==> src/rtl/memory_game_core.sv <==
// memory_game_core -- sequence-memory game controller.
//
// A sequence of NUM_DIGITS hex digits is shown for a difficulty-dependent
// number of cycles, then the player keys it back. A correct entry scores a
// point and fetches the next sequence. A wrong entry (or an input timeout)
// ends the game, or costs a life when the lives feature is compiled in.
//
// Optional feature: define MEMGAME_LIVES_EN to enable the lives counter.
// With the macro undefined, lives reads 0 and any mismatch ends the game.
//
// Ports:
//   clk          system clock, rising edge
//   rst_n        asynchronous active-low reset
//   key_valid    one-cycle strobe qualifying key_value
//   key_value    hex key code
//   seq_in       next sequence from the provider, digit 0 in the MSBs
//   seq_req      one-cycle pulse after each latch of seq_in (provider advance)
//   cur_seq      sequence currently being played
//   show_number  high while cur_seq is to be displayed
//   entry_buf    digits entered so far, newest in the LSBs
//   entry_cnt    number of digits entered so far
//   difficulty   0 EASY, 1 MEDIUM, 2 HARD
//   score        rounds won this game (saturating)
//   lives        remaining attempts
//   state        0 IDLE, 1 SHOW, 2 INPUT, 3 OVER
module memory_game_core #(
   parameter int NUM_DIGITS    = 4,
   parameter int SHOW_EASY     = 7000000,
   parameter int SHOW_MEDIUM   = 5000000,
   parameter int SHOW_HARD     = 3000000,
   parameter int INPUT_TIMEOUT = 0,
   parameter int LIVES         = 3,
   parameter int SCORE_W       = 14
) (
   input  logic                    clk,
   input  logic                    rst_n,
   input  logic                    key_valid,
   input  logic [3:0]              key_value,
   input  logic [4*NUM_DIGITS-1:0] seq_in,
   output logic                    seq_req,
   output logic [4*NUM_DIGITS-1:0] cur_seq,
   output logic                    show_number,
   output logic [4*NUM_DIGITS-1:0] entry_buf,
   output logic [3:0]              entry_cnt,
   output logic [1:0]              difficulty,
   output logic [SCORE_W-1:0]      score,
   output logic [3:0]              lives,
   output logic [1:0]              state
);

   localparam int BUF_W    = 4 * NUM_DIGITS;
   localparam int SHOW_MAX = (SHOW_EASY > SHOW_MEDIUM) ?
                             ((SHOW_EASY > SHOW_HARD) ? SHOW_EASY : SHOW_HARD) :
                             ((SHOW_MEDIUM > SHOW_HARD) ? SHOW_MEDIUM : SHOW_HARD);
   // Counters only ever hold (limit - 1).
   localparam int CNT_W    = (SHOW_MAX > 1) ? $clog2(SHOW_MAX) : 1;
   localparam int TO_W     = (INPUT_TIMEOUT > 1) ? $clog2(INPUT_TIMEOUT) : 1;

`ifdef MEMGAME_LIVES_EN
   localparam logic [3:0] LIVES_LOAD = 4'(LIVES);
`else
   // Lives compiled out: the counter is parked at zero for the whole game.
   localparam logic [3:0] LIVES_LOAD = 4'(LIVES) & 4'h0;
`endif

   typedef enum logic [1:0] {S_IDLE = 2'd0, S_SHOW = 2'd1, S_INPUT = 2'd2, S_OVER = 2'd3} state_t;

   state_t             cur_state, state_nxt;
   logic [CNT_W-1:0]   show_cnt, show_cnt_nxt;
   logic [TO_W-1:0]    idle_cnt, idle_cnt_nxt;
   logic               seq_req_nxt, show_nxt;
   logic [BUF_W-1:0]   cur_seq_nxt, entry_buf_nxt, shifted;
   logic [3:0]         entry_cnt_nxt, lives_nxt;
   logic [1:0]         difficulty_nxt;
   logic [SCORE_W-1:0] score_nxt;
   logic               win, miss, timeout_hit;

   // Display length minus one for the given difficulty.
   function automatic logic [CNT_W-1:0] show_load(input logic [1:0] d);
      case (d)
         2'd1:    return CNT_W'(SHOW_MEDIUM - 1);
         2'd2:    return CNT_W'(SHOW_HARD - 1);
         default: return CNT_W'(SHOW_EASY - 1);
      endcase
   endfunction

   function automatic logic [SCORE_W-1:0] sat_inc(input logic [SCORE_W-1:0] v);
      return (&v) ? v : v + 1'b1;
   endfunction

   always_ff @(posedge clk or negedge rst_n) begin
      if (!rst_n) begin
         cur_state   <= S_IDLE;
         show_cnt    <= '0;
         idle_cnt    <= '0;
         seq_req     <= 1'b0;
         show_number <= 1'b0;
         cur_seq     <= '0;
         entry_buf   <= '0;
         entry_cnt   <= '0;
         difficulty  <= 2'd0;
         score       <= '0;
         lives       <= '0;
      end else begin
         cur_state   <= state_nxt;
         show_cnt    <= show_cnt_nxt;
         idle_cnt    <= idle_cnt_nxt;
         seq_req     <= seq_req_nxt;
         show_number <= show_nxt;
         cur_seq     <= cur_seq_nxt;
         entry_buf   <= entry_buf_nxt;
         entry_cnt   <= entry_cnt_nxt;
         difficulty  <= difficulty_nxt;
         score       <= score_nxt;
         lives       <= lives_nxt;
      end
   end

   assign state = cur_state;

   always_comb begin
      state_nxt      = cur_state;
      show_cnt_nxt   = show_cnt;
      idle_cnt_nxt   = idle_cnt;
      seq_req_nxt    = 1'b0;
      show_nxt       = show_number;
      cur_seq_nxt    = cur_seq;
      entry_buf_nxt  = entry_buf;
      entry_cnt_nxt  = entry_cnt;
      difficulty_nxt = difficulty;
      score_nxt      = score;
      lives_nxt      = lives;
      win            = 1'b0;
      miss           = 1'b0;
      // The completing digit is compared together with the buffer contents.
      shifted        = (entry_buf << 4) | BUF_W'(key_value);
      timeout_hit    = (INPUT_TIMEOUT > 0) && (idle_cnt == TO_W'(INPUT_TIMEOUT - 1));

      case (cur_state)
         S_IDLE: begin
            if (key_valid) begin
               if (key_value >= 4'd1 && key_value <= 4'd3) begin
                  difficulty_nxt = 2'(key_value - 4'd1);
               end else if (key_value == 4'd15) begin
                  cur_seq_nxt   = seq_in;
                  seq_req_nxt   = 1'b1;
                  score_nxt     = '0;
                  lives_nxt     = LIVES_LOAD;
                  entry_buf_nxt = '0;
                  entry_cnt_nxt = '0;
                  state_nxt     = S_SHOW;
                  show_nxt      = 1'b1;
                  show_cnt_nxt  = show_load(difficulty);
               end
            end
         end
         S_SHOW: begin
            if (show_cnt == '0) begin
               state_nxt    = S_INPUT;
               show_nxt     = 1'b0;
               idle_cnt_nxt = '0;
            end else begin
               show_cnt_nxt = show_cnt - 1'b1;
            end
         end
         S_INPUT: begin
            // A key in the expiry cycle wins over the timeout.
            if (key_valid) begin
               idle_cnt_nxt = '0;
               if (key_value <= 4'd9) begin
                  if (entry_cnt + 4'd1 == 4'(NUM_DIGITS)) begin
                     win  = (shifted == cur_seq);
                     miss = (shifted != cur_seq);
                  end else begin
                     entry_buf_nxt = shifted;
                     entry_cnt_nxt = entry_cnt + 4'd1;
                  end
               end else if (key_value == 4'd14) begin
                  entry_buf_nxt = '0;
                  entry_cnt_nxt = '0;
               end
            end else if (timeout_hit) begin
               miss = 1'b1;
            end else if (INPUT_TIMEOUT > 0) begin
               idle_cnt_nxt = idle_cnt + 1'b1;
            end
         end
         S_OVER: begin
            if (key_valid && key_value == 4'd15) begin
               state_nxt = S_IDLE;
            end
         end
         default: state_nxt = S_IDLE;
      endcase

      if (win) begin
         score_nxt     = sat_inc(score);
         cur_seq_nxt   = seq_in;
         seq_req_nxt   = 1'b1;
         entry_buf_nxt = '0;
         entry_cnt_nxt = '0;
         state_nxt     = S_SHOW;
         show_nxt      = 1'b1;
         show_cnt_nxt  = show_load(difficulty);
      end

      if (miss) begin
         entry_buf_nxt = '0;
         entry_cnt_nxt = '0;
`ifdef MEMGAME_LIVES_EN
         // Replay the same sequence; the provider is not advanced.
         if (lives > 4'd1) begin
            lives_nxt    = lives - 4'd1;
            state_nxt    = S_SHOW;
            show_nxt     = 1'b1;
            show_cnt_nxt = show_load(difficulty);
         end else begin
            lives_nxt = '0;
            state_nxt = S_OVER;
         end
`else
         state_nxt = S_OVER;
`endif
      end
   end

endmodule
==> config.mk <==
export PLATFORM = sky130hd
export DESIGN_NAME = memory_game_core
export DESIGN_NICKNAME = d
export VERILOG_FILES = /design/src/rtl/memory_game_core.sv
export SDC_FILE = /design/constraint.sdc
export NUM_CORES = 1
export LEC_CHECK = 0
export ABC_AREA = 0
export BUFFER_PORTS_ARGS = -buffer_cell sky130_fd_sc_hd__buf_2
export CORE_UTILIZATION = 34
export DETAILED_ROUTE_END_ITERATION = 10
export PLACE_DENSITY = 0.64
export SYNTH_ARGS = -nofsm -noshare
export SYNTH_HDL_FRONTEND = slang
export SYNTH_SLANG_ARGS = --single-unit
==> constraint.sdc <==
create_clock -name clk -period 2.7 [get_ports clk]
set_input_delay 0.135 -clock clk [delete_from_list [all_inputs] [get_ports clk]]
set_output_delay 0.135 -clock clk [all_outputs]
set_load 0.02 [all_outputs]
# ---- Yosys cells after proc, flatten, opt, wreduce, memory -nomap -nowiden
# Cells that the tools add are included.
# Widths: inputs -> output; s select.
dict set report classes {
  bitwise_logic 1
  n_reduce_logical 18
  shift 0
  n_mul 0
  n_eq_ne 25
  n_lt_le_gt_ge 3
  muxes 65
  div_mod_pow 0
  addsub 4
}
# cell n
set ops {}
lappend ops {{$mux 16} 14}
lappend ops {{$mux 23} 5}
lappend ops {{$pmux 23 s2} 2}
lappend ops {{$mux 14} 6}
lappend ops {{$mux 4} 9}
lappend ops {{$pmux 16 s2} 1}
lappend ops {{$ne 4x4->1 const B} 6}
lappend ops {{$logic_not 23->1} 1}
lappend ops {{$sub 23x1->23 const B} 1}
lappend ops {{$mux 1} 18}
lappend ops {{$eq 16x16->1} 1}
lappend ops {{$ne 16x16->1} 1}
lappend ops {{$or 16x4->16} 1}
lappend ops {{$ne 3x3->1 const B} 5}
lappend ops {{$reduce_and 5->1} 3}
lappend ops {{$add 14x1->14 const B} 1}
lappend ops {{$mux 2} 7}
lappend ops {{$reduce_and 14->1} 1}
lappend ops {{$ne 5x5->1 const B} 2}
lappend ops {{$eq 4x4->1 const B} 2}
lappend ops {{$pmux 4 s2} 1}
lappend ops {{$reduce_and 7->1} 1}
lappend ops {{$eq 2x2->1 const B} 3}
lappend ops {{$pmux 2 s3} 1}
lappend ops {{18 further kinds} 23}
dict set report totals {
  elab_cells 125
  out_inout_bits 60
  mem_count 0
  input_bits 23
  mem_bits_rw 0
  latch_bits 0
  mem_bits_ro 0
  regBits 79
}

# ---- Longest topological paths before layout
dict set report logic_depth {
  depth_word 8
  mapped_depth 9
  depth_no_buf 8
}

# ---- Least setup slack after synthesis
# OpenSTA, ideal clock, no wires.
dict set report synth_timing {
  path_type {reg-to-reg}
  startpoint {register cur_state[0] (netlist: state[0])}
  endpoint {register cur_seq[0]}
  arrival_time_ns 2.337
  t_required_ns 2.575
  stages_incl_launch_ff 9
  period_less_slack_ns 2.462
  setup_slack_ns 0.238
  n_path_buf 2
  setup_time_ns 0.125
  cell_sequence {dfrtp_1 > inv_1 > ha_1 > clkbuf_1 > inv_1 > nor2_1 > a21oi_1 > clkbuf_1 > mux2_2}
}
dict set report synth_between {
  elab_chain_len 4
  word_cells_on_any_way 9
  cone_classes {2 x eq/ne; 2 x mux; 5 x reduce/logical}
}
# item line
set synth_lines {}
lappend synth_lines {{from (decl)} 68} ;# state_t cur_state, state_nxt;
lappend synth_lines {{from (signal assigned)} 105} ;# cur_state <= state_nxt;
lappend synth_lines {{$eq 2x2->1} n/a}
lappend synth_lines {{$mux 1} 139} ;# case (cur_state)
lappend synth_lines {{$ne 2x2->1 (no source line) or $reduce_bool 2->1 (tied branches)} n/a}
lappend synth_lines {{$reduce_and 4->1 (no source line)} n/a}
lappend synth_lines {{to (signal assigned)} 110} ;# cur_seq <= cur_seq_nxt;
lappend synth_lines {{to (decl)} 41} ;# output logic [4*NUM_DIGITS-1:0] cur_seq,
# Parallel ways exist; a longest one is shown, timed or not.
# A chain may end at the register's enable or synchronous reset.

# ---- Final worst setup path
dict set report layout_timing {
  startpoint {register show_cnt[16]}
  endpoint {register show_number}
}
dict set report layout_between {
  elab_chain_len 3
}
# item line
set layout_lines {}
lappend layout_lines {{from (decl)} 69} ;# logic [CNT_W-1:0] show_cnt, show_cnt_nxt;
lappend layout_lines {{from (signal assigned)} 106} ;# show_cnt <= show_cnt_nxt;
lappend layout_lines {{$logic_not 23->1} 158} ;# if (show_cnt == '0) begin
lappend layout_lines {{$ne 3x3->1 (no source line)} n/a}
lappend layout_lines {{$reduce_and 5->1 (no source line)} n/a}
lappend layout_lines {{to (signal assigned)} 109} ;# show_number <= show_nxt;
lappend layout_lines {{to (decl)} 42} ;# output logic show_number,
# No other way between the ends.

==> metrics <==
Final Hold Fails 75; placed cell area 0.00495 mm^2; CTS Sinks 79; setup bufs post-CTS 0; port bufs 78; # H-tree levels 3; most used cell, CP or4_4; dominant cells by area after synthesis dfrtp_1, mux2_2, ha_1; Syn Area/Cell 10.1 um^2; cells along the critical path or4_4 > or4_4 > or3_4 > a21oi_1 > o21ai_0 > a22o_1; status finished with violations; # diodes 0; # setup viols final 0; slowest CP cell or4_4; VDD IR-drop max 0.294 mV; CTS tree yes; CP bufs+invs 0; f_max 403 MHz; FF+latch count, synth 79; Setup crit start kind register; largest net degree at the start of global routing 80; commonest non-fill, non-tap cell in the layout dfrtp_1; DR DRC count 0; Max stage delay on crit path 0.59 ns; TritonCTS Buffers 9; arrival time at the worst endpoint 2.71 ns; DRT Pass-1 Iters 4; failing checks hold timing; post-synth top area cell dfrtp_1; DR WL/cell 15.6 um; Via density 5.38; Crit path max-delay family simple AND/OR/NAND/NOR gates; first-pass GRT wire length 17.7 mm; Post-Syn Instances 429; GRT Total Usage 0.173; layout cells sized above 1 0.276; min cycle time layout 2.48 ns; final slew viol count 0; Hold Slack -0.0412 ns; CTS root buf clkbuf_16; vias in the first global route 3545; Post-synth EDFFs 0; Die Span X 115 um; Die H 115 um; Reg clk slew, reported paths 0.07 ns; PwrDens 464 mW/mm^2; Iteration-0 DRC Markers 313; clock skew 0.00980 ns; kind of critical path register to register; total global routing overflow 0; gpl congestion 0.844; Die ar. 0.0132 mm^2; leakage 0.00245 uW; FILL cells 1207; # Max-Cap Violations 0; Starting Density 0.355; top_reg_cell synth dfrtp_1; Hold WC Path Type input pin to async pin; setup TNS 0 ns; Finished Cell Area 0.00525 mm^2; post-synth top area share 0.456; worst-path fanout max 6; RSZ-0062 raised after global routing false; Slew HR 0.326; area of the core 0.0122 mm^2; Syn-to-layout area delta 21.1%; row count 40; Post-synth ARST share 1.00; Syn. warnings 0; clk buf depth 2; Worst EP required 2.93 ns; Clk Latency, worst-skew pair 0.35 ns; period utilization 0.920; DR vias 3696; Layout Nets 552; antenna-violating nets left 0; HPWL Detailed 7.55 mm; Tightest Pin Transition 1.01 ns; sequential element share of the synthesized area 0.456; DRT Wirelength 10.7 mm; Synth Cell Area 0.00434 mm^2; antenna violations before repair 0; I/O pin total 83; crit end category register; Yosys cell types 65; most frequent cells in the layout dfrtp_1, buf_2, o21ai_0
cell type report:
cell class | count | area (um^2) | area share
multi-input combinational | 313 | 2200 | 0.420
sequential | 79 | 1980 | 0.377
timing repair buffer | 94 | 513 | 0.0977
clock buffer | 11 | 243 | 0.0462
tap | 168 | 210 | 0.0400
inverter | 17 | 63.8 | 0.0122
clock inverter | 5 | 40.0 | 0.00763
per-stage QoR:
stage / power, uW / setup slack (ns) / utilization / instances
final: 2440 / 0.217 / 0.430 / 687
after global placement: 1290 / 0.228 / 0.406 / 671
after floorplan: 1250 / 0.238 / - / 432
after CTS: 2470 / 0.186 / 0.429 / 687
after global routing: 2540 / 0.0555 / 0.430 / 687
after detailed placement: 1290 / 0.210 / 0.406 / 671
flip-flops by register name, summed over array words and instances (netlist names):
name / count
entry_cnt: 4
cur_seq: 16
difficulty: 2
score: 14
seq_req: 1
entry_buf: 16
show_cnt: 23
show_number: 1
state: 2
power breakdown:
group,switching [uW],total (uW),leakage (uW),internal [uW]
clock network,514,1170,0.000129,655
logic,54.3,79.0,0.00129,24.7
registers,2.54,1190,0.00103,1190
cell usage after synthesis (6+ instances only):
cell type,number
xnor2_1,17
a21oi_1,16
o21ai_0,33
nand4_1,18
dfrtp_1,79
nand2_1,27
ha_1,15
clkbuf_1,13
and3_1,7
or3_1,13
nor4_1,8
inv_1,17
a22o_1,19
nor2_1,21
buf_4,6
nand3_1,12
nor3_1,12
mux2_2,17
o211ai_1,6
final timing paths:
| path | start | endpoint | slack [ns] | cells after the start |
|---|---|---|---|---|
| max in group asynchronous | rst_n | show_cnt[9] | 2.09 | 1 |
| worst min register to register | show_number | show_number | 0.50 | 1 |
| worst min-delay path | rst_n | cur_seq[0] | -0.04 | 1 |
| worst max-delay path | show_cnt[16] | show_number | 0.22 | 6 |
| min in group clk | seq_in[7] | cur_seq[7] | 0.02 | 2 |
| worst max register to register | show_cnt[16] | show_number | 0.22 | 6 |
metal layers:
layer	routed length (um)	share of wire	vias up	track usage
li1	-	-	1758	-
met1	4970	0.46	1813	0.232
met2	4890	0.46	112	0.263
met3	718	0.067	13	0.0638
met4	119	0.011	0	0.0476
met5	0	0	-	0
worst register-to-register path, stage by stage, from the launching register on:
cell and delay (ns):
dfrtp_1 0.43, or4_4 0.59, or4_4 0.49, or3_4 0.43, a21oi_1 0.13, o21ai_0 0.10
a22o_1 0.20
repair_timing:
action	CTS	global route
gates resized for setup	0	2
endpoints found under the setup margin	0	2
hold buffers	0	0
logic make-up after synthesis:
group / Yosys count / share of synthesized area
other cells: 1 / 0.000865
xor+xnor: 19 / 0.0384
compound gates: 111 / 0.182
flops: 79 / 0.456
buf+inv: 40 / 0.0421
fa+ha+maj: 15 / 0.0433
mux: 20 / 0.0511
simple gates: 144 / 0.186
Note: power is estimated with default switching activity, not from simulation.
